==> src/rtl/arst_req_ctrl.sv <==
// arst_req_ctrl: reset-request initiator with minimum hold, ack timeouts, error flag and completion counter
module arst_req_ctrl #(
  parameter int SYNC_STAGES     = 2,
  parameter int HOLD_CYCLES     = 16,
  parameter int ACK_TIMEOUT     = 64,
  parameter int COOLDOWN_CYCLES = 8,
  parameter int CNT_W           = 8
) (
  input  logic             ref_clk_i,
  input  logic             srst_i,
  input  logic             sw_req_i,
  input  logic             wdt_req_i,
  input  logic             clr_err_i,
  input  logic             arst_n_i,
  output logic             arst_req_o,
  output logic             busy_o,
  output logic             done_o,
  output logic             timeout_o,
  output logic             err_o,
  output logic [CNT_W-1:0] req_count_o
);
  localparam int TM1  = ACK_TIMEOUT > HOLD_CYCLES ? ACK_TIMEOUT : HOLD_CYCLES;
  localparam int TMAX = TM1 > COOLDOWN_CYCLES ? TM1 : COOLDOWN_CYCLES;
  localparam int TW   = $clog2(TMAX + 1);
  typedef enum logic [2:0] {IDLE, ASSERT, HOLD, RELEASE, COOLDOWN} state_t;
  state_t                 state, state_d;
  logic [TW-1:0]          timer, timer_d;
  logic [SYNC_STAGES-1:0] sync;
  logic [CNT_W-1:0]       cnt_d;
  logic                   sw_q, wdt_q, pend, pend_d, req_d, done_d, to_d, err_d, ack_n, evt;
  assign ack_n  = sync[SYNC_STAGES-1];
  assign evt    = (sw_req_i & ~sw_q) | (wdt_req_i & ~wdt_q);
  assign busy_o = state != IDLE;
  always_ff @(posedge ref_clk_i)
    if (srst_i) begin
      state       <= IDLE;
      timer       <= '0;
      sync        <= '1;
      sw_q        <= 1'b0;
      wdt_q       <= 1'b0;
      pend        <= 1'b0;
      arst_req_o  <= 1'b0;
      done_o      <= 1'b0;
      timeout_o   <= 1'b0;
      err_o       <= 1'b0;
      req_count_o <= '0;
    end else begin
      state       <= state_d;
      timer       <= timer_d;
      sync        <= {sync[SYNC_STAGES-2:0], arst_n_i};
      sw_q        <= sw_req_i;
      wdt_q       <= wdt_req_i;
      pend        <= pend_d;
      arst_req_o  <= req_d;
      done_o      <= done_d;
      timeout_o   <= to_d;
      err_o       <= err_d;
      req_count_o <= cnt_d;
    end
  always_comb begin
    state_d = state;
    timer_d = timer + TW'(1);
    req_d   = arst_req_o;
    done_d  = 1'b0;
    to_d    = 1'b0;
    pend_d  = pend | (evt & busy_o);
    cnt_d   = req_count_o;
    case (state)
      IDLE: begin
        timer_d = '0;
        if (evt | pend) begin
          state_d = ASSERT;
          req_d   = 1'b1;
          pend_d  = 1'b0;
        end
      end
      ASSERT:
        if (!ack_n) begin
          state_d = HOLD;
          timer_d = '0;
        end else if (timer == TW'(ACK_TIMEOUT - 1)) begin
          state_d = COOLDOWN;
          timer_d = '0;
          to_d    = 1'b1;
          req_d   = 1'b0;
        end
      HOLD:
        if (timer == TW'(HOLD_CYCLES - 1)) begin
          state_d = RELEASE;
          timer_d = '0;
          req_d   = 1'b0;
        end
      RELEASE:
        if (ack_n) begin
          state_d = COOLDOWN;
          timer_d = '0;
          done_d  = 1'b1;
          cnt_d   = &req_count_o ? req_count_o : req_count_o + CNT_W'(1);
        end else if (timer == TW'(ACK_TIMEOUT - 1)) begin
          state_d = COOLDOWN;
          timer_d = '0;
          to_d    = 1'b1;
        end
      COOLDOWN:
        if (timer == TW'(COOLDOWN_CYCLES - 1)) begin
          state_d = IDLE;
          timer_d = '0;
        end
      default: begin
        state_d = IDLE;
        timer_d = '0;
        req_d   = 1'b0;
      end
    endcase
    err_d = to_d | (err_o & ~clr_err_i);
  end
endmodule

==> config.mk <==
export PLATFORM = sky130hd
export DESIGN_NAME = arst_req_ctrl
export DESIGN_NICKNAME = d
export VERILOG_FILES = /design/src/rtl/arst_req_ctrl.sv
export SDC_FILE = /design/constraint.sdc
export NUM_CORES = 1
export LEC_CHECK = 0
export BUFFER_PORTS_ARGS = -buffer_cell sky130_fd_sc_hd__buf_2
export CORE_UTILIZATION = 51
export DETAILED_ROUTE_END_ITERATION = 12
export GPL_ROUTABILITY_DRIVEN = 0
export HOLD_SLACK_MARGIN = 0.08
export MAX_ROUTING_LAYER = met4
export PLACE_DENSITY = 0.72
export RECOVER_POWER = 50
export SKIP_LAST_GASP = 1
export SYNTH_ARGS = -nofsm -noshare
export SYNTH_HDL_FRONTEND = slang
export SYNTH_SLANG_ARGS = --single-unit
==> constraint.sdc <==
create_clock -name ref_clk_i -period 2.04 [get_ports ref_clk_i]
set_clock_uncertainty 0.15 [all_clocks]
set_input_delay 0.408 -clock ref_clk_i [delete_from_list [all_inputs] [get_ports ref_clk_i]]
set_output_delay 0.408 -clock ref_clk_i [all_outputs]
set_load 0.05 [all_outputs]
==> results of run 1 <==
## routing by layer
metal	vias up	part of all wire
met4	0	0.0069
met3	2	0.041
li1	573	-
met5	-	0
met2	23	0.42
met1	494	0.53
## sequential cells by signal, indices dropped and copies added, names as in the netlist
| signal | flops |
|---|---|
| wdt_q | 1 |
| timeout_o | 1 |
| req_count_o | 8 |
| done_o | 1 |
| state | 3 |
| timer | 7 |
| sw_q | 1 |
| arst_req_o | 1 |
| err_o | 1 |
| pend | 1 |
| sync | 2 |
## where the power goes
group | leakage (nW) | internal, mW | switching, mW
registers | 0.220 | 0.576 | 0.0726
clock network | 0.0139 | 0.0750 | 0.156
logic | 0.323 | 0.161 | 0.259
total | 0.557 | 0.812 | 0.488
## layout make-up
type                            count  share of cell area
Clock inverter                      1             0.00518
Tap cell                           28              0.0242
Inverter                            7              0.0181
Multi-Input combinational cell    107               0.494
Clock buffer                        3              0.0155
Timing Repair Buffer               21              0.0690
Sequential cell                    27               0.374
## repair_timing
item,4_1_cts,5_1_grt
cloned,0,0
endpoints found under the hold margin,0,1
setup endpoints to repair,1,1
gates resized for setup,1,2
hold buffers,0,1
buffers inserted,0,0
## cell families after synthesis
family / Yosys count / share of synthesized area
AND/OR/NAND/NOR: 63 / 0.279
AO/OA/AOI/OAI: 30 / 0.166
flip-flops: 27 / 0.413
buffers and inverters: 13 / 0.0411
XOR/XNOR: 11 / 0.0736
adder cells (fa/ha/maj): 2 / 0.0191
multiplexers: 1 / 0.00765
## worst paths after layout
| check | startpoint | endpoint | slack (ns) | cells past startpoint |
|---|---|---|---|---|
| min | sw_req_i | sw_q | 0.15 | 2 |
| min reg2reg | sync[0] | sync[1] | 0.28 | 1 |
| max reg2reg | state[1] | req_count_o[6] | 0.12 | 4 |
| max | state[1] | req_count_o[6] | 0.12 | 4 |
## cell usage in the layout, fill, tap and decap left out, types with 3 or more instances in the layout
master    netlist  final
nor3_1          6      5
nand3_1         5      5
and3_1          5      5
nor2_1         14     14
nand2_1         6      6
a21oi_1         7      7
buf_2           1      9
xnor2_1         6      6
a31oi_1         3      3
clkbuf_1        4     10
o211ai_1        3      3
dfxtp_1        27     25
clkbuf_4        0      3
o31ai_1         3      3
or4_1           3      3
inv_1           7      7
and2_1          3      3
nor2b_1         5      5
xor2_1          5      5
==> flow_metrics.py, run 1 <==
metrics = {
    "status": {
        "status": "complete, no violations",
    },
    "synthesis": {
        "synth_edf_count": 0,
        "yosysTopAreaCellShare": 0.413,
        "synth-main-ff-cell": "dfxtp_1",
        "ys_warn_count": 0,
        "synth_seq_cells": 27,
        "synthCells": 147,
        "yosysUniqueCellTypes": 44,
        "syn_area_um2": 1310,
        "seq_area_frac_synth": 0.413,
        "ys_async_sr_fraction": 0,
        "yosys-top-cells-count": "dfxtp_1 (27), nor2_1 (14), a21oi_1 (7), inv_1 (7)",
        "synth.most_common_cell": "dfxtp_1",
        "synth_area_per_cell_um2": 8.90,
        "synth_area_leaders": "dfxtp_1 (41%), nor2_1 (4.0%), xnor2_1 (4.0%)",
        "yosysTopAreaCell": "dfxtp_1",
        "synth_nets": 155,
    },
    "critical_path": {
        "cpPeakStageDelay_ns": 0.56,
        "worstSetupPathType": "reg -> reg",
        "crit_chain": "and4b_1, o211ai_1, or4_1, a21oi_1",
        "endpoint_kind": "flop",
        "crit_slowest_cell": "dfxtp_1",
        "critPathLaunchType": "flop",
        "worst-path-buf-inv": 0,
        "cp_max_fo": 12,
        "critical_path_required_ns": 2.15,
        "arrival_ns": 2.03,
        "path_delay_family": "simple AND/OR/NAND/NOR gates",
    },
    "floorplan": {
        "design.die.area_um2": 2770,
        "num_rows": 17,
        "die_w_um": 52.7,
        "io_pins": 19,
        "start_util": 0.564,
        "die_h_um": 52.7,
        "coreArea_um2": 2320,
    },
    "hold_path": {
        "hold_path_class": "in -> reg",
    },
    "clock_tree": {
        "clock_sinks": 27,
        "cts_buffers": 3,
        "clkLatencyLatePin_ns": 0.32,
        "clock_path_buffers": 2,
        "root_buffer": "clkbuf_4",
        "clk_pin_slew_ns": 0.14,
        "cts-htree-levels": 1,
        "cts_tree": "yes",
    },
    "detailed_routing": {
        "wirelength_um": 2590,
        "post_drt_wl_per_cell_um": 13.4,
        "first_iter_violations": 28,
        "vias": 1092,
        "antenna_left": 0,
        "drc": 0,
        "drtPass1Iterations": 4,
        "vias_per_cell": 5.63,
    },
    "global_route": {
        "overflow": 0,
        "track_usage": 0.223,
        "globalRouteMet1Util": 0.316,
        "grt_pass1_vias": 967,
        "grt_pass1_wl_um": 4390,
        "grt_use_met3": 0.0522,
        "grt_max_degree": 17,
        "antenna_found_initial": 0,
        "met2_usage": 0.321,
        "busiest_layer": "met2",
    },
    "timing": {
        "tightest_slew_ns": 0.602,
        "fin_crit_ns": 1.92,
        "hold_viol_final": 0,
        "setup_slack_ns": 0.120,
        "max_freq_mhz": 521,
        "rsz0062_at_grt": "no",
        "report.final.slew_viol_count": 0,
        "slew_headroom": 0.600,
        "fin_crit_sh": 0.941,
        "setup_violations": 0,
        "holdWs_ns": 0.151,
        "tns_ns": 0,
    },
    "power": {
        "power_density_nw_per_um2": 897,
        "leakage_nw": 0.557,
        "vdd_drop_max_mv": 0.827,
        "finalPower_mw": 1.30,
    },
    "placed_design": {
        "dpl.hpwl_um": 1920,
        "post-place-cells": 189,
        "port_buffers": 18,
        "dpl-instance-area_um2": 1420,
        "dpl_worst_slack_ns": 0.170,
    },
    "cells_and_area": {
        "nNetsFinal": 175,
        "final_util": 0.625,
        "final_cell_count_no_fill": 194,
        "multiInputGateArea_um2": 716,
        "n_fill_cell": 216,
        "drive_gt1_frac": 0.133,
        "syn_to_final_growth_pct": 10.8,
        "seq_area_um2": 543,
        "final_area_um2": 1450,
        "diodes": 0,
    },
    "job": {
        "cap_violations": 0,
    },
}
No activity file was read; power rests on OpenSTA's default activity.
==> run 2: changes to the inputs <==
Settings changed: CTS_BUF_LIST from default to sky130_fd_sc_hd__clkbuf_8.
==> flow_metrics.py, run 2 (synthesized netlist as in run 1, its figures left out) <==
metrics = {
    "critical_path": {
        "path_delay_family": "flip-flops",
        "arrival_ns": 1.38,
        "crit_slowest_cell": "dfxtp_1",
        "critPathLaunchType": "flop",
        "worstSetupPathType": "reg -> out",
        "worst-path-buf-inv": 2,
        "cpPeakStageDelay_ns": 0.61,
        "cp_max_fo": 15,
        "crit_chain": "nor3_2, inv_1, buf_2",
        "endpoint_kind": "output pin",
        "critical_path_required_ns": 1.48,
    },
    "cells_and_area": {
        "final_util": 0.629,
        "n_fill_cell": 214,
        "final_cell_count_no_fill": 193,
        "top_register": "req_count_o",
        "drive_gt1_frac": 0.115,
        "largest_register_ff_count": 8,
        "syn_to_final_growth_pct": 11.4,
        "nNetsFinal": 174,
        "top_regs": "req_count_o x8, timer x7, state x3",
        "final_cell_mix": "dfxtp_1 (27), nor2_1 (14), clkbuf_1 (12)",
        "multiInputGateArea_um2": 719,
        "seq_area_um2": 541,
        "diodes": 0,
        "mostFrequentLayoutCell": "dfxtp_1",
    },
    "status": {
        "status": "complete, no violations",
    },
    "timing": {
        "fin_crit_ns": 1.94,
        "tns_ns": 0,
        "setup_slack_ns": 0.101,
        "setup_violations": 0,
        "tightest_slew_ns": 0.602,
        "fin_crit_sh": 0.950,
        "hold_viol_final": 0,
        "slew_headroom": 0.600,
        "rsz0062_at_grt": "no",
        "report.final.slew_viol_count": 0,
        "holdWs_ns": 0.163,
        "max_freq_mhz": 516,
    },
    "global_route": {
        "track_usage": 0.225,
        "overflow": 0,
        "grt_pass1_vias": 973,
        "grt_max_degree": 17,
        "grt_pass1_wl_um": 4400,
        "antenna_found_initial": 0,
    },
    "detailed_routing": {
        "vias_per_cell": 5.62,
        "met3_wirelength_um": 106,
        "routed-wl-met2_um": 1060,
        "first_iter_violations": 37,
        "antenna_left": 0,
        "vias": 1085,
        "drtPass1Iterations": 4,
        "drc": 0,
        "wl_met1_um": 1410,
        "top_layer": "met4",
        "wirelength_um": 2600,
        "post_drt_wl_per_cell_um": 13.4,
    },
    "power": {
        "leakage_nw": 0.547,
        "power_frac_seq": 0.471,
        "power_frac_clock": 0.221,
        "comb_power_share": 0.308,
        "p_sw_mw": 0.500,
        "p_int_mw": 0.874,
        "swShare": 0.364,
        "power_density_nw_per_um2": 943,
        "vdd_drop_max_mv": 0.928,
    },
    "clock_tree": {
        "post_cts_resized": 0,
        "cts_tree": "yes",
        "clkLatencyLatePin_ns": 0.27,
        "cts_buffers": 3,
        "post-cts-setup-buffer-count": 0,
        "clock_sinks": 27,
        "clock_path_buffers": 2,
        "hold_buffers": 0,
        "clk_pin_slew_ns": 0.09,
        "cts-htree-levels": 1,
        "root_buffer": "clkbuf_8",
    },
    "placed_design": {
        "port_buffers": 18,
        "dpl.hpwl_um": 1920,
        "post-place-cells": 189,
        "dpl_worst_slack_ns": 0.170,
    },
    "floorplan": {
        "coreArea_um2": 2320,
        "start_util": 0.564,
        "num_rows": 17,
        "die_h_um": 52.7,
        "die_w_um": 52.7,
        "design.die.area_um2": 2770,
        "io_pins": 19,
    },
    "hold_path": {
        "hold_path_class": "in -> reg",
    },
    "job": {
        "cap_violations": 0,
    },
}
run 2: cell count changes in the layout (fill, tap and decap cells not counted), moves of 2 or more:
cell,delta
buf_2,-2
clkbuf_1,+2
clkbuf_4,-3
clkbuf_8,+3
dfxtp_1,+2
dfxtp_2,-2
run 2: area by class of cell:
| class | instances | area share |
|---|---|---|
| flip-flops and latches | 27 | 0.371 |
| clock buffers | 3 | 0.0283 |
| well taps | 28 | 0.0240 |
| inverters | 7 | 0.0180 |
| repair buffers | 20 | 0.0601 |
| clock inverters | 1 | 0.00515 |
| multi-input cells | 107 | 0.494 |
run 2: worst paths after layout:
check,start,cells past startpoint,slack [ns],endpoint
max,state[0],3,0.10,busy_o
min,arst_n_i,2,0.16,sync[0]
max reg2reg,state[0],4,0.15,req_count_o[6]
min reg2reg,sync[0],1,0.27,sync[1]
run 2: worst reg2reg max path: cells and delay by family, from the launching register on:
family             cells  cell delay, ns
and+or+nand+nor        2            0.79
DFF                    1            0.61
AOI/OAI and AO/OA      2            0.29
run 2: layer usage:
metal  track usage  vias to the layer above
met3        0.0609                        2
met4        0.0570                        0
met5             -                        -
met1         0.316                      491
li1              -                      569
met2         0.319                       23
run 2: power by group through the flow:
stage | Clock, mW | Combinational, mW | Sequential [mW]
final | 0.304 | 0.423 | 0.647
after global routing | 0.333 | 0.464 | 0.657
after CTS | 0.312 | 0.424 | 0.643
after detailed placement | 0 | 0.421 | 0.656
after global placement | 0 | 0.417 | 0.652
after floorplan | 0 | 0.338 | 0.651
run 2: metrics by stage:
| stage | area [um2] | power, mW |
|---|---|---|
| floorplan | 1310 | 0.989 |
| global placement | 1420 | 1.07 |
| detailed placement | 1420 | 1.08 |
| CTS | 1470 | 1.38 |
| global route | 1460 | 1.45 |
| finish | 1460 | 1.37 |
==> run 3: changes to the inputs <==
Settings changed: PLACE_DENSITY 0.72 to 0.75.
Clock period 2.04 ns to 1.65 ns, I/O delays scaled along.
==> flow_metrics.py, run 3 (synthesized netlist as in run 1, its figures left out) <==
metrics = {
    "cells_and_area": {
        "final_cell_mix": "buf_4 (17), buf_2 (16), dfxtp_1 (15)",
        "syn_to_final_growth_pct": 32.5,
        "nNetsFinal": 194,
        "mostFrequentLayoutCell": "buf_4",
        "diodes": 0,
        "largest_register_ff_count": 8,
        "drive_gt1_frac": 0.378,
        "top_regs": "req_count_o x8, timer x7, state x3",
        "top_register": "req_count_o",
        "n_fill_cell": 162,
    },
    "critical_path": {
        "critical_path_required_ns": 1.72,
        "crit_slowest_cell": "or3b_2",
        "worstSetupPathType": "reg -> reg",
        "worst-path-buf-inv": 1,
        "path_delay_family": "simple AND/OR/NAND/NOR gates",
        "cpPeakStageDelay_ns": 0.48,
        "critPathLaunchType": "flop",
        "crit_chain": "buf_12, or3b_2, a31oi_1, or3_1, a32o_1",
        "cp_max_fo": 11,
        "startpoint": "state[0]",
        "endpoint_kind": "flop",
        "arrival_ns": 1.78,
        "rr_startpoint": "state[0]",
    },
    "power": {
        "leakage_nw": 0.710,
        "power_density_nw_per_um2": 1170,
        "vdd_drop_max_mv": 1.01,
    },
    "clock_tree": {
        "cts_tree": "yes",
        "clk_pin_slew_ns": 0.09,
        "clock_sinks": 27,
        "root_buffer": "clkbuf_8",
        "clock_path_buffers": 2,
        "clkLatencyLatePin_ns": 0.28,
        "cts_buffers": 3,
        "cts-htree-levels": 1,
    },
    "timing": {
        "slew_headroom": 0.668,
        "report.final.slew_viol_count": 0,
        "setup_slack_ns": -0.0563,
        "rsz0062_at_grt": "yes",
        "holdWs_ns": 0.0837,
        "hold_viol_final": 0,
        "fin_crit_sh": 1.03,
        "fin_crit_ns": 1.71,
        "tightest_slew_ns": 0.498,
        "setup_violations": 3,
        "max_freq_mhz": 586,
        "tns_ns": -0.0741,
    },
    "hold_path": {
        "hold_path_class": "in -> reg",
        "min_from": "arst_n_i",
    },
    "floorplan": {
        "die_w_um": 52.7,
        "io_pins": 19,
        "start_util": 0.564,
        "die_h_um": 52.7,
        "design.die.area_um2": 2770,
        "num_rows": 17,
        "coreArea_um2": 2320,
    },
    "detailed_routing": {
        "antenna_left": 0,
        "drc": 0,
        "wirelength_um": 3130,
        "vias": 1250,
        "drtPass1Iterations": 4,
        "first_iter_violations": 46,
        "vias_per_cell": 5.87,
        "post_drt_wl_per_cell_um": 14.7,
    },
    "global_route": {
        "antenna_found_initial": 0,
        "grt_pass1_vias": 1068,
        "grt_max_degree": 16,
        "grt_pass1_wl_um": 4650,
        "overflow": 0,
        "track_usage": 0.240,
    },
    "status": {
        "status": "complete, but fails checks",
        "violations": "negative setup slack",
    },
    "placed_design": {
        "port_buffers": 18,
        "dpl_worst_slack_ns": -0.0769,
        "dpl.hpwl_um": 2100,
    },
    "job": {
        "cap_violations": 0,
    },
}
==> run 3: cell type report <==
class	count	area, um2	share of cell area
Timing Repair Buffer	40	284	0.164
Multi-Input combinational cell	107	774	0.447
Inverter	7	26.3	0.0152
Clock buffer	3	41.3	0.0238
Tap cell	28	35.0	0.0202
Clock inverter	1	5.00	0.00289
Sequential cell	27	568	0.328
==> run 3: layer usage <==
layer | track usage | wire length (um) | up-vias
li1 | - | - | 609
met3 | 0.0435 | 221 | 8
met2 | 0.350 | 1400 | 61
met4 | 0.114 | 55 | 0
met1 | 0.319 | 1460 | 572
met5 | - | 0 | -
==> run 3: timing repair <==
action / 4_1_cts / 5_1_grt
resized for setup: 8 / 12
hold buffers: 0 / 0
cloned: 0 / 0
pin swaps: 2 / 6
endpoints found under the setup margin: 10 / 11
setup buffers: 3 / 2
==> run 3: path summary, 6_finish.rpt <==
check | to | slack [ns] | cells after the start
min reg2reg | sync[1] | 0.28 | 1
min | sync[0] | 0.08 | 2
max reg2reg | timer[6] | -0.06 | 5
max | timer[6] | -0.06 | 5
==> run 3: through the flow <==
stage               area [um2]  power, mW  instances   util
floorplan                 1340       1.23        147      -
global placement          1580       1.48        204  0.681
detailed placement        1580       1.50        204  0.681
CTS                       1680       1.93        211  0.723
global route              1730       2.11        213  0.748
finish                    1730       2.03        213  0.748
==> run 3: power by group <==
group	switching (mW)	leakage (nW)	internal, mW
clock	0.210	0.0255	0.170
combinational	0.467	0.458	0.419
sequential	0.0470	0.227	0.715
